## config.mk

```make
export PLATFORM = sky130hd
export DESIGN_NAME = binary_mul_3_1_uni
export DESIGN_NICKNAME = d
export VERILOG_FILES = /design/src/rtl/binary_mul_3_1_uni.sv
export SDC_FILE = /design/constraint.sdc
export NUM_CORES = 1
export LEC_CHECK = 0
export CORE_UTILIZATION = 45
export DETAILED_ROUTE_END_ITERATION = 8
export PLACE_DENSITY_LB_ADDON = 0.05
export SKIP_CTS_REPAIR_TIMING = 1
export SLEW_MARGIN = 40
export SYNTH_ARGS = -nofsm -noshare
export SYNTH_HDL_FRONTEND = slang
export SYNTH_SLANG_ARGS = --single-unit
```

## constraint.sdc

```tcl
create_clock -name clk -period 1.7 [get_ports clk]
set_clock_uncertainty 0.1 [all_clocks]
set_input_delay 0.255 -clock clk [delete_from_list [all_inputs] [get_ports clk]]
set_output_delay 0.255 -clock clk [all_outputs]
set_load 0.05 [all_outputs]
```

## src/rtl/binary_mul_3_1_uni.sv

```systemverilog
// binary_mul_3_1_uni: four-stage pipelined unsigned multiplier, P = A * B.
// Stage 1 registers the operands. Stage 2 forms the shifted partial products.
// Stage 3 adds all but the top partial product and carries the top one along.
// Stage 4 adds the last term into the registered product P.
// A global enable freezes every stage. rst_n is a synchronous, active-high reset.
// Optional feature: define BINARY_MUL_VALID_EN to add a p_valid output.
// p_valid is driven by a 4-deep valid shift register.
module binary_mul_3_1_uni #(
  parameter int WIDTH = 3
) (
  input  logic               clk,
  input  logic               rst_n,
  input  logic               en,
  input  logic [WIDTH-1:0]   A,
  input  logic [WIDTH-1:0]   B,
  output logic [2*WIDTH-1:0] P
`ifdef BINARY_MUL_VALID_EN
  ,
  output logic               p_valid
`endif
);

  localparam int PW = 2 * WIDTH;

  logic [WIDTH-1:0] a_q, a_d;
  logic [WIDTH-1:0] b_q, b_d;
  logic [PW-1:0]    pp_q [WIDTH];
  logic [PW-1:0]    pp_d [WIDTH];
  logic [PW-1:0]    sum_q, sum_d;
  logic [PW-1:0]    ppTop_q, ppTop_d;
  logic [PW-1:0]    p_q, p_d;

  // Next-state for every stage: hold by default, advance only when enabled
  always_comb begin
    a_d     = a_q;
    b_d     = b_q;
    sum_d   = sum_q;
    ppTop_d = ppTop_q;
    p_d     = p_q;
    for (int i = 0; i < WIDTH; i++) begin
      pp_d[i] = pp_q[i];
    end
    if (en) begin
      a_d = A;
      b_d = B;
      for (int i = 0; i < WIDTH; i++) begin
        pp_d[i] = b_q[i] ? (PW'(a_q) << i) : '0;
      end
      sum_d = '0;
      for (int i = 0; i < WIDTH - 1; i++) begin
        sum_d = sum_d + pp_q[i];
      end
      ppTop_d = pp_q[WIDTH-1];
      p_d     = sum_q + ppTop_q;
    end
  end

  // Pipeline registers. Reset takes priority and flushes all in-flight products.
  always_ff @(posedge clk) begin
    if (rst_n) begin
      a_q     <= '0;
      b_q     <= '0;
      sum_q   <= '0;
      ppTop_q <= '0;
      p_q     <= '0;
      for (int i = 0; i < WIDTH; i++) begin
        pp_q[i] <= '0;
      end
    end else begin
      a_q     <= a_d;
      b_q     <= b_d;
      sum_q   <= sum_d;
      ppTop_q <= ppTop_d;
      p_q     <= p_d;
      for (int i = 0; i < WIDTH; i++) begin
        pp_q[i] <= pp_d[i];
      end
    end
  end

  assign P = p_q;

`ifdef BINARY_MUL_VALID_EN
  logic [3:0] valid_q, valid_d;

  // A 1 enters the valid chain on each enabled edge. It reaches the top after 4 edges.
  always_comb begin
    valid_d = valid_q;
    if (en) begin
      valid_d = {valid_q[2:0], 1'b1};
    end
  end

  // Valid chain register: cleared by reset, frozen while the enable is low.
  always_ff @(posedge clk) begin
    if (rst_n) begin
      valid_q <= '0;
    end else begin
      valid_q <= valid_d;
    end
  end

  assign p_valid = valid_q[3];
`endif

endmodule

```

==> results_dict.tcl <==
set metrics [dict create \
    final_cell_mix "dfxtp_1 (29), nor2_1 (19), mux2i_1 (16), a21oi_1 (11)" \
    antenna_found_initial 0 \
    ys_ff_latch 29 \
    startpoint_type "register" \
    drt_iter0_markers 10 \
    setup_ws_ns 0.225 \
    coreArea_um2 2540 \
    worst_pin_slew_ns 0.205 \
    grt_pass1_vias 769 \
    grt_pass1_wl_um 3330 \
    synth_area_um2 1250 \
    drive_above_1_share 0.126 \
    crit_start "ppTop_q[2]" \
    fin_crit_ns 1.48 \
    finalSetupViolCount 0 \
    cts.clk_slew.worst_paths_ns 0.08 \
    ys_types 17 \
    grt_max_degree 43 \
    boundaryPins 15 \
    holdCritPathClass "register to register" \
    htreeDepth 2 \
    cts_tree "built" \
    critPathKind "register to register" \
    ant_nets 0 \
    wl_per_cell_um 11.8 \
    synth_warnings 0 \
    whs_ns 0.373 \
    powerDensity_nw_per_um2 862 \
    n_fill_cell 238 \
    end_kind "register" \
    cp.required_ns 1.81 \
    n_antenna_cell 0 \
    chipHeight_um 54.6 \
    status "finished, final reports clean" \
    relSlewSlack 0.864 \
    fmax_ghz 0.678 \
    grt_setup_unrepaired "false" \
    fp-row-count 18 \
    p_leak_nw 0.602 \
    netlist_instances 120 \
    start_util 0.490 \
    via_per_inst 4.99 \
    die_w_um 54.6 \
    path_max_fanout 2 \
    dr.pass1.iters 4 \
    maxCapViolCount 0 \
    synth_seq_area_share 0.466 \
    clockBufferDepth 2 \
    hp-start "pp_q[0][15]" \
    timing.rr.start "ppTop_q[2]" \
    slew_violations 0 \
    clockRootBuffer "clkbuf_4" \
    vias 823 \
    dp_slack_ns 0.199 \
    cts-buffers-inserted 5 \
    dieArea_um2 2980 \
    syn_nets 136 \
    ir_drop_mv 0.703 \
    place_hpwl_um 1270 \
    wirelength_um 1950 \
    hold_viol_final 0 \
    grt_overflow 0 \
    final_common_cell "dfxtp_1" \
    grt_use_total 0.168 \
    port-buffer-count 14 \
    clock_latency_ns 0.32 \
    drc 0 \
    crit_arrival_ns 1.59 \
    areaGrowthSynthToFinish_pct 14.1 \
    nets 151 \
    cts.sinks 29 \
    post-route-period-util 0.868 \
    setup_tns_ns 0 \
    syn_avg_cell_area_um2 10.4 \
    gp_congestion 0.650 \
]
logic make-up (layout without fill, tap and decap cells):
| logic type | Yosys count | after routing | synth area share |
|---|---|---|---|
| AND/OR/NAND/NOR | 39 | 39 | 0.148 |
| flip-flops | 29 | 29 | 0.466 |
| buffers and inverters | 11 | 26 | 0.0753 |
| multiplexers | 16 | 16 | 0.129 |
| XOR/XNOR | 2 | 2 | 0.0141 |
| adder cells (fa/ha/maj) | 7 | 7 | 0.0823 |
| AO/OA/AOI/OAI | 16 | 16 | 0.0863 |
critical path, stage by stage (launching register included):
cell,delay [ns]
dfxtp_1,0.35
ha_1,0.18
inv_1,0.06
fa_1,0.37
xnor2_1,0.14
mux2i_1,0.13
nor2_1,0.05
cell usage after synthesis, drive strengths merged:
| cell | instances | area, um2 |
|---|---|---|
| dfxtp | 29 | 581 |
| nor2 | 19 | 71.3 |
| mux2i | 16 | 160 |
| a21oi | 11 | 55.1 |
| nand2b | 10 | 62.6 |
| nand3 | 10 | 50.1 |
| buf | 7 | 78.8 |
| ha | 5 | 62.6 |
| a211oi | 3 | 37.5 |
| inv | 3 | 11.3 |
| a21o | 2 | 15.0 |
| fa | 2 | 40.0 |
| xnor2 | 2 | 17.5 |
| clkbuf | 1 | 3.75 |
through the flow:
step / power [mW] / instance area [um2] / utilization / cells
floorplan: 0.802 / 1250 / - / 120
global placement: 0.828 / 1370 / 0.537 / 158
detailed placement: 0.830 / 1370 / 0.537 / 158
CTS: 1.25 / 1420 / 0.559 / 165
global route: 1.29 / 1420 / 0.559 / 165
finish: 1.22 / 1420 / 0.559 / 165
cell type report:
| class | count | area (um2) | share of cell area |
|---|---|---|---|
| multi-input cells | 80 | 572 | 0.402 |
| repair buffers | 16 | 165 | 0.116 |
| clock buffers | 7 | 55.1 | 0.0387 |
| well taps | 30 | 37.5 | 0.0264 |
| flip-flops and latches | 29 | 581 | 0.408 |
| inverters | 3 | 11.3 | 0.00792 |
final timing paths:
path,cells after the start,slack [ns],endpoint
worst max register to register,6,0.22,P[4]
worst min register to register,2,0.37,pp_q[0][15]
worst max-delay path,6,0.22,P[4]
worst min-delay path,2,0.37,pp_q[0][15]
state kept, by name (all words and copies together), names as in the netlist:
name and count:
b_q 3, a_q 3, pp_q 9, ppTop_q 3, P 6, sum_q 5
power by group:
group | internal, mW | switching (mW)
Sequential | 0.694 | 0.0132
Combinational | 0.0528 | 0.0523
Clock | 0.195 | 0.218
Total | 0.941 | 0.284
routing by layer:
metal	vias up	wire length (um)	track usage
met3	5	110	0.0833
met2	15	895	0.249
met4	0	46	0.0769
met5	-	0	0
li1	432	-	-
met1	371	892	0.200
Note: power is estimated with default switching activity, not from simulation.
